--- config.mk ---
export PLATFORM = sky130hd
export DESIGN_NAME = pipeline_hazard_ctrl_flat
export DESIGN_NICKNAME = d
export VERILOG_FILES = /design/src/rtl/pipeline_hazard_ctrl_if.sv /design/src/rtl/pipeline_hazard_ctrl.sv /design/src/flat_wrapper.sv
export SDC_FILE = /design/constraint.sdc
export NUM_CORES = 1
export LEC_CHECK = 0
export ABC_AREA = 0
export BUFFER_PORTS_ARGS = -buffer_cell sky130_fd_sc_hd__clkbuf_2
export CORE_MARGIN = 1
export CORE_UTILIZATION = 54
export CTS_BUF_LIST = sky130_fd_sc_hd__clkbuf_4 sky130_fd_sc_hd__clkbuf_8 sky130_fd_sc_hd__clkbuf_16
export CTS_CLUSTER_DIAMETER = 80
export DETAILED_ROUTE_END_ITERATION = 8
export GPL_TIMING_DRIVEN = 1
export PLACE_DENSITY = 0.82
export SLEW_MARGIN = 20
export SYNTH_ARGS = -nofsm -noshare
export SYNTH_HDL_FRONTEND = slang
export SYNTH_SLANG_ARGS = --single-unit
--- constraint.sdc ---
create_clock -name CLOCK -period 4.1 [get_ports CLOCK]
set_input_delay 1.025 -clock CLOCK [delete_from_list [all_inputs] [get_ports CLOCK]]
set_output_delay 1.025 -clock CLOCK [all_outputs]
set_load 0.01 [all_outputs]
--- src/rtl/pipeline_hazard_ctrl_if.sv ---
// Signal bundle between the pipeline datapath and the hazard controller.
// MemReq/MemReady: MemReq is held high for the whole access; the access completes on the cycle MemReady is high.
interface pipeline_hazard_ctrl_if #(
  parameter int CNT_W = 16
);
  logic [4:0]       ID_Rs;
  logic [4:0]       ID_Rt;
  logic             ID_UsesRt;
  logic [1:0]       IDEX_Mem2RegSEL;
  logic [4:0]       IDEX_RegWBAddr;
  logic             EXMEM_Beq;
  logic             EXMEM_Bne;
  logic             EXMEM_ZeroFlag;
  logic [1:0]       EXMEM_Mem2RegSEL;
  logic             EXMEM_MemWriteEN;
  logic             MemReady;

  logic             PCWriteEN;
  logic             IFID_WriteEN;
  logic             PipeHold;
  logic             IFID_Flush;
  logic             IDEX_Flush;
  logic             EXMEM_Flush;
  logic             PCSrcSEL;
  logic             MemReq;
  logic             MemTimeout;
  logic [CNT_W-1:0] StallCount;
  logic [CNT_W-1:0] FlushCount;

  logic             dbg_state;
  logic [7:0]       dbg_wait_cnt;

  modport master (
    output ID_Rs, ID_Rt, ID_UsesRt, IDEX_Mem2RegSEL, IDEX_RegWBAddr,
           EXMEM_Beq, EXMEM_Bne, EXMEM_ZeroFlag, EXMEM_Mem2RegSEL,
           EXMEM_MemWriteEN, MemReady,
    input  PCWriteEN, IFID_WriteEN, PipeHold, IFID_Flush, IDEX_Flush,
           EXMEM_Flush, PCSrcSEL, MemReq, MemTimeout, StallCount, FlushCount,
           dbg_state, dbg_wait_cnt
  );

  modport slave (
    input  ID_Rs, ID_Rt, ID_UsesRt, IDEX_Mem2RegSEL, IDEX_RegWBAddr,
           EXMEM_Beq, EXMEM_Bne, EXMEM_ZeroFlag, EXMEM_Mem2RegSEL,
           EXMEM_MemWriteEN, MemReady,
    output PCWriteEN, IFID_WriteEN, PipeHold, IFID_Flush, IDEX_Flush,
           EXMEM_Flush, PCSrcSEL, MemReq, MemTimeout, StallCount, FlushCount,
           dbg_state, dbg_wait_cnt
  );
endinterface

--- src/rtl/pipeline_hazard_ctrl.sv ---
// Stall/flush scheduler for the 5-stage pipeline: memory freeze, branch squash,
// load-use bubble, plus saturating stall/flush counters.
module pipeline_hazard_ctrl #(
  parameter int          CNT_W       = 16,
  parameter int unsigned MEM_TIMEOUT = 255
) (
  input logic                   CLOCK,
  input logic                   RESET,
  pipeline_hazard_ctrl_if.slave hz
);

  typedef enum logic {RUN = 1'b0, MEMWAIT = 1'b1} state_t;

  state_t           state_q, state_d;
  logic [7:0]       wait_cnt_q, wait_cnt_d;
  logic             timeout_q;
  logic [CNT_W-1:0] stall_cnt_q, flush_cnt_q;

  logic mem_op, taken, load_use, mem_release, freeze;
  logic stall_evt, flush_evt, timeout_evt;

  assign mem_op   = (hz.EXMEM_Mem2RegSEL == 2'b01) | hz.EXMEM_MemWriteEN;
  assign taken    = (hz.EXMEM_Beq & hz.EXMEM_ZeroFlag) | (hz.EXMEM_Bne & ~hz.EXMEM_ZeroFlag);
  assign load_use = (hz.IDEX_Mem2RegSEL == 2'b01) & (hz.IDEX_RegWBAddr != 5'd0) &
                    ((hz.IDEX_RegWBAddr == hz.ID_Rs) |
                     (hz.ID_UsesRt & (hz.IDEX_RegWBAddr == hz.ID_Rt)));

  // Release on completion or once the per-access freeze budget is used up.
  assign mem_release = hz.MemReady | (wait_cnt_q == 8'(MEM_TIMEOUT));
  assign freeze      = (state_q == RUN)     ? (mem_op & ~hz.MemReady) : ~mem_release;
  assign timeout_evt = (state_q == MEMWAIT) & mem_release & ~hz.MemReady;

  always_ff @(posedge CLOCK) begin
    if (RESET) begin
      state_q     <= RUN;
      wait_cnt_q  <= 8'd0;
      timeout_q   <= 1'b0;
      stall_cnt_q <= '0;
      flush_cnt_q <= '0;
    end else begin
      state_q    <= state_d;
      wait_cnt_q <= wait_cnt_d;
      if (timeout_evt) timeout_q <= 1'b1;
      if (stall_evt && (stall_cnt_q != '1)) stall_cnt_q <= stall_cnt_q + CNT_W'(1);
      if (flush_evt && (flush_cnt_q != '1)) flush_cnt_q <= flush_cnt_q + CNT_W'(1);
    end
  end

  always_comb begin
    state_d    = state_q;
    wait_cnt_d = wait_cnt_q;
    case (state_q)
      RUN: begin
        if (mem_op && !hz.MemReady) begin
          state_d    = MEMWAIT;
          wait_cnt_d = 8'd1;
        end
      end
      MEMWAIT: begin
        if (mem_release) begin
          state_d    = RUN;
          wait_cnt_d = 8'd0;
        end else begin
          wait_cnt_d = wait_cnt_q + 8'd1;
        end
      end
      default: begin
        state_d    = RUN;
        wait_cnt_d = 8'd0;
      end
    endcase
  end

  always_comb begin
    hz.PCWriteEN    = 1'b1;
    hz.IFID_WriteEN = 1'b1;
    hz.PipeHold     = 1'b0;
    hz.IFID_Flush   = 1'b0;
    hz.IDEX_Flush   = 1'b0;
    hz.EXMEM_Flush  = 1'b0;
    hz.PCSrcSEL     = 1'b0;
    hz.MemReq       = mem_op | (state_q == MEMWAIT);
    stall_evt       = 1'b0;
    flush_evt       = 1'b0;
    if (RESET) begin
      hz.PCWriteEN    = 1'b0;
      hz.IFID_WriteEN = 1'b0;
      hz.IFID_Flush   = 1'b1;
      hz.IDEX_Flush   = 1'b1;
      hz.EXMEM_Flush  = 1'b1;
      hz.MemReq       = 1'b0;
    end else if (freeze) begin
      hz.PCWriteEN    = 1'b0;
      hz.IFID_WriteEN = 1'b0;
      hz.PipeHold     = 1'b1;
      hz.MemReq       = 1'b1;
      stall_evt       = 1'b1;
    end else if (taken) begin
      // A load-use hazard here is moot: the dependent instruction is squashed.
      hz.PCSrcSEL    = 1'b1;
      hz.IFID_Flush  = 1'b1;
      hz.IDEX_Flush  = 1'b1;
      hz.EXMEM_Flush = 1'b1;
      flush_evt      = 1'b1;
    end else if (load_use) begin
      hz.PCWriteEN    = 1'b0;
      hz.IFID_WriteEN = 1'b0;
      hz.IDEX_Flush   = 1'b1;
      stall_evt       = 1'b1;
    end
  end

  assign hz.MemTimeout   = timeout_q;
  assign hz.StallCount   = stall_cnt_q;
  assign hz.FlushCount   = flush_cnt_q;
  assign hz.dbg_state    = state_q;
  assign hz.dbg_wait_cnt = wait_cnt_q;

endmodule

--- src/flat_wrapper.sv ---
// flat-port wrapper written by rule: the top's interface ports become plain ports
module pipeline_hazard_ctrl_flat 
#(
  parameter int          CNT_W       = 16,
  parameter int unsigned MEM_TIMEOUT = 255
)
  (CLOCK, RESET, hz_ID_Rs, hz_ID_Rt, hz_ID_UsesRt, hz_IDEX_Mem2RegSEL, hz_IDEX_RegWBAddr, hz_EXMEM_Beq, hz_EXMEM_Bne, hz_EXMEM_ZeroFlag, hz_EXMEM_Mem2RegSEL, hz_EXMEM_MemWriteEN, hz_MemReady, hz_PCWriteEN, hz_IFID_WriteEN, hz_PipeHold, hz_IFID_Flush, hz_IDEX_Flush, hz_EXMEM_Flush, hz_PCSrcSEL, hz_MemReq, hz_MemTimeout, hz_StallCount, hz_FlushCount, hz_dbg_state, hz_dbg_wait_cnt);
  pipeline_hazard_ctrl_if #(.CNT_W(CNT_W)) hz_i ();
  input logic CLOCK;
  input logic RESET;
  input wire logic [$bits(hz_i.ID_Rs)-1:0] hz_ID_Rs;
  input wire logic [$bits(hz_i.ID_Rt)-1:0] hz_ID_Rt;
  input wire logic [$bits(hz_i.ID_UsesRt)-1:0] hz_ID_UsesRt;
  input wire logic [$bits(hz_i.IDEX_Mem2RegSEL)-1:0] hz_IDEX_Mem2RegSEL;
  input wire logic [$bits(hz_i.IDEX_RegWBAddr)-1:0] hz_IDEX_RegWBAddr;
  input wire logic [$bits(hz_i.EXMEM_Beq)-1:0] hz_EXMEM_Beq;
  input wire logic [$bits(hz_i.EXMEM_Bne)-1:0] hz_EXMEM_Bne;
  input wire logic [$bits(hz_i.EXMEM_ZeroFlag)-1:0] hz_EXMEM_ZeroFlag;
  input wire logic [$bits(hz_i.EXMEM_Mem2RegSEL)-1:0] hz_EXMEM_Mem2RegSEL;
  input wire logic [$bits(hz_i.EXMEM_MemWriteEN)-1:0] hz_EXMEM_MemWriteEN;
  input wire logic [$bits(hz_i.MemReady)-1:0] hz_MemReady;
  output wire logic [$bits(hz_i.PCWriteEN)-1:0] hz_PCWriteEN;
  output wire logic [$bits(hz_i.IFID_WriteEN)-1:0] hz_IFID_WriteEN;
  output wire logic [$bits(hz_i.PipeHold)-1:0] hz_PipeHold;
  output wire logic [$bits(hz_i.IFID_Flush)-1:0] hz_IFID_Flush;
  output wire logic [$bits(hz_i.IDEX_Flush)-1:0] hz_IDEX_Flush;
  output wire logic [$bits(hz_i.EXMEM_Flush)-1:0] hz_EXMEM_Flush;
  output wire logic [$bits(hz_i.PCSrcSEL)-1:0] hz_PCSrcSEL;
  output wire logic [$bits(hz_i.MemReq)-1:0] hz_MemReq;
  output wire logic [$bits(hz_i.MemTimeout)-1:0] hz_MemTimeout;
  output wire logic [$bits(hz_i.StallCount)-1:0] hz_StallCount;
  output wire logic [$bits(hz_i.FlushCount)-1:0] hz_FlushCount;
  output wire logic [$bits(hz_i.dbg_state)-1:0] hz_dbg_state;
  output wire logic [$bits(hz_i.dbg_wait_cnt)-1:0] hz_dbg_wait_cnt;
  assign hz_i.ID_Rs = hz_ID_Rs;
  assign hz_i.ID_Rt = hz_ID_Rt;
  assign hz_i.ID_UsesRt = hz_ID_UsesRt;
  assign hz_i.IDEX_Mem2RegSEL = hz_IDEX_Mem2RegSEL;
  assign hz_i.IDEX_RegWBAddr = hz_IDEX_RegWBAddr;
  assign hz_i.EXMEM_Beq = hz_EXMEM_Beq;
  assign hz_i.EXMEM_Bne = hz_EXMEM_Bne;
  assign hz_i.EXMEM_ZeroFlag = hz_EXMEM_ZeroFlag;
  assign hz_i.EXMEM_Mem2RegSEL = hz_EXMEM_Mem2RegSEL;
  assign hz_i.EXMEM_MemWriteEN = hz_EXMEM_MemWriteEN;
  assign hz_i.MemReady = hz_MemReady;
  assign hz_PCWriteEN = hz_i.PCWriteEN;
  assign hz_IFID_WriteEN = hz_i.IFID_WriteEN;
  assign hz_PipeHold = hz_i.PipeHold;
  assign hz_IFID_Flush = hz_i.IFID_Flush;
  assign hz_IDEX_Flush = hz_i.IDEX_Flush;
  assign hz_EXMEM_Flush = hz_i.EXMEM_Flush;
  assign hz_PCSrcSEL = hz_i.PCSrcSEL;
  assign hz_MemReq = hz_i.MemReq;
  assign hz_MemTimeout = hz_i.MemTimeout;
  assign hz_StallCount = hz_i.StallCount;
  assign hz_FlushCount = hz_i.FlushCount;
  assign hz_dbg_state = hz_i.dbg_state;
  assign hz_dbg_wait_cnt = hz_i.dbg_wait_cnt;
  pipeline_hazard_ctrl #(.CNT_W(CNT_W), .MEM_TIMEOUT(MEM_TIMEOUT)) u_core (.CLOCK(CLOCK), .RESET(RESET), .hz(hz_i));
endmodule
==> impl_metrics.csv <==
group,metric,value,unit
routing,drcViolationCount,0,
global_route,grt_max_degree,29,
clocking,cts_setup_buffers,0,
layout,area_delta_synth_final,22.1,%
power_and_ir_drop,ir_worst_vdd,0.000201,V
global_route,overflow,0,
die,rows,23,
yosys,synth_common_cells,"dfxtp_1, nor2_1, xnor2_1",
power_and_ir_drop,p_seq_frac,0.542,
power_and_ir_drop,leakagePower,1.08,nW
min_path,min_path_type,"reg -> reg",
die,core,4000,µm²
yosys,synth_top_cell_by_area,"dfxtp_1",
timing,hold_ws,0.486,ns
timing,hold_viol_final,0,
critical_path,crit_type,"in -> out",
global_route,antenna_found_initial,0,
yosys,synth_area_per_cell,8.18,µm²
global_route,grt.total_usage,0.250,
clocking,numCtsBuffers,5,
yosys,synthTopCellsByArea,"dfxtp_1, xnor2_1, nor2_1, a21oi_1, nand3_1",
place,dp_hpwl,3880,µm
yosys,ys_seq_elements,42,
yosys,synthArstFlopShare,0,
layout,final_cell_area,2740,µm²
timing,clock.fmax,296,MHz
clocking,htree_levels,2,
yosys,synth_ff_type,"dfxtp_1",
clocking,cts.repair.resized,0,
yosys,synthesis.area,2240,µm²
yosys,synth.most_common_cell,"dfxtp_1",
die,num_io_pins,77,
timing,slew_violations,0,
timing,rsz0062_at_grt,"false",
routing,first_iter_violations,134,
layout,drive_gt1_frac,0.269,
layout,insertedDiodeCount,0,
yosys,synth.yosys.seq_area_share,0.375,
layout,n_fill_cell,375,
critical_path,arrival,2.36,ns
power_and_ir_drop,p_comb_frac,0.120,
critical_path,end_kind,"output pin",
timing,worstMarginPinSlew,0.688,ns
clocking,cts.path.max_buffers,2,
die,die_h,66.4,µm
timing,finalCritPeriodShare,0.825,
layout,nets,379,
timing,min_period,3.38,ns
die,start_util,0.560,
timing,skew,0.00284,ns
routing,drtAntennaViolNets,0,
yosys,syn_inst,274,
routing,wirelength,5170,µm
power_and_ir_drop,p_switching,0.000192,W
routing,vias,2270,
routing,detail_route.first_pass.iterations,4,
place,portBuffers,76,
power_and_ir_drop,p_int,0.000583,W
yosys,synth.distinct_cells,46,
yosys,synth_top_area_frac,0.375,
power_and_ir_drop,power_frac_clock,0.338,
clocking,clk_pin_slew,0.07,ns
place,place_congestion,0.874,
clocking,cts_tree,"built",
critical_path,worstRegToRegCells,7,
yosys,synth_edf_count,0,
run,drv_cap,0,
clocking,cts-root-buf,"clkbuf_8",
routing,post_drt_wl_per_cell,12.9,µm
timing,slew-limit-headroom,0.539,
power_and_ir_drop,p_total,0.000775,W
place,placed_cell_area,2650,µm²
critical_path,worstPathRequired,3.07,ns
yosys,synth-warning-count,0,
timing,tns,0,ns
die,fp.dieW,66.4,µm
power_and_ir_drop,powerDensity,283,nW/µm²
clocking,clk_latency,0.29,ns
yosys,synth_fp_nets,304,
clocking,cts.sinks,42,
routing,vias_per_cell,5.69,
critical_path,critPathMaxFanout,4,
critical_path,crit_path_start_kind,"input pin",
min_path,min_path_cells,2,
die,die_area,4410,µm²
timing,setup_violations,0,
place,dp.cells,392,
layout,stdcell_count,399,
power_and_ir_drop,p_sw_frac,0.248,
global_route,grt_pass1_vias,1950,
clocking,cts_hold_buf,0,
global_route,grt_pass1_wl,8580,µm
status,status,"finished, final reports clean",
==> per-layer routing <==
layer | routed length, µm | GRT usage | vias to the layer above
met3 | 353 | 0.0672 | 4
met1 | 2300 | 0.313 | 1051
met2 | 2470 | 0.417 | 65
met4 | 42 | 0.0718 | 0
met5 | 0 | 0 | -
li1 | - | - | 1150
==> final cells by class <==
| class | count | area (µm²) | share of cell area |
|---|---|---|---|
| Clock buffer | 7 | 83.8 | 0.0306 |
| Multi-Input combinational cell | 216 | 1330 | 0.485 |
| Tap cell | 50 | 62.6 | 0.0229 |
| Timing Repair Buffer | 79 | 403 | 0.147 |
| Sequential cell | 42 | 841 | 0.307 |
| Inverter | 5 | 18.8 | 0.00686 |
==> kinds of logic (layout without fill, tap and decap cells) <==
logic type,count (synthesis),count (layout),share of synthesized area
adders and majority gates,3,3,0.0168
xor gates and xnor gates,24,24,0.0938
buffers and inverters,16,91,0.0352
muxes,4,4,0.0207
AOI/OAI and AO/OA,59,59,0.166
DFF,42,42,0.375
and+or+nand+nor,126,126,0.292
==> path summary, 6_finish.rpt <==
path         slack [ns]                                    end                                 start
min                0.49      u_core.hz.MemTimeout$_SDFFE_PP0P_     u_core.hz.MemTimeout$_SDFFE_PP0P_
min reg2reg        0.49      u_core.hz.MemTimeout$_SDFFE_PP0P_     u_core.hz.MemTimeout$_SDFFE_PP0P_
max                0.72                           hz_PCWriteEN                hz_EXMEM_Mem2RegSEL[0]
max reg2reg        1.88  u_core.hz.StallCount[14]$_SDFFE_PP0P_  u_core.hz.StallCount[0]$_SDFFE_PP0P_
==> power groups by stage <==
stage	logic, W	clock network, W	registers [W]
2_1_floorplan	0.0000563	0	0.000430
3_5_place_dp	0.0000930	0	0.000429
4_1_cts	0.0000936	0.000265	0.000420
6_report	0.0000932	0.000262	0.000420
5_1_grt	0.000103	0.000288	0.000421
3_3_place_gp	0.0000909	0	0.000429
==> state kept, by name, indices dropped and copies added (netlist names) <==
register	cells
u_core.hz.dbg_wait_cnt	8
u_core.hz.MemTimeout	1
u_core.hz.dbg_state	1
u_core.hz.StallCount	16
u_core.hz.FlushCount	16
==> critical path, cell delays in order <==
cell and delay [ns]:
clkbuf_2 0.07, nor2b_1 0.13, o31ai_1 0.47, nor2_1 0.15, a21oi_1 0.19, and2_1 0.17, clkbuf_2 0.14
==> layout by cell type (no fill, tap or decap), types with 2 or more instances in the layout <==
master / synthesis / routed
o31ai_1: 5 / 5
nand4_1: 7 / 7
mux2i_1: 2 / 2
nor2b_1: 3 / 3
nor4_1: 4 / 4
nand3_1: 14 / 14
inv_1: 5 / 5
or4_1: 2 / 2
ha_1: 3 / 3
xnor2_1: 23 / 23
nand2_1: 18 / 18
o21ai_1: 2 / 2
clkbuf_2: 0 / 76
and4_1: 4 / 4
and2_1: 3 / 3
buf_4: 3 / 3
nor3b_1: 4 / 4
and3_1: 6 / 6
a22oi_1: 2 / 2
nor4b_1: 2 / 2
nor3_2: 1 / 2
or3_1: 9 / 9
o21bai_1: 2 / 2
o21ai_0: 14 / 14
a31oi_1: 5 / 5
a21oi_1: 18 / 18
nor2_1: 34 / 34
dfxtp_1: 42 / 42
nor3_1: 13 / 12
a311oi_1: 2 / 2
clkbuf_8: 0 / 5
clkbuf_4: 0 / 2
==> per-stage QoR <==
stage / setup slack, ns / util
floorplan: 0.713 / -
global placement: 0.702 / 0.662
detailed placement: 0.717 / 0.662
CTS: 0.709 / 0.683
global route: 0.509 / 0.684
finish: 0.717 / 0.684
No activity file was read; power rests on OpenSTA's default activity.
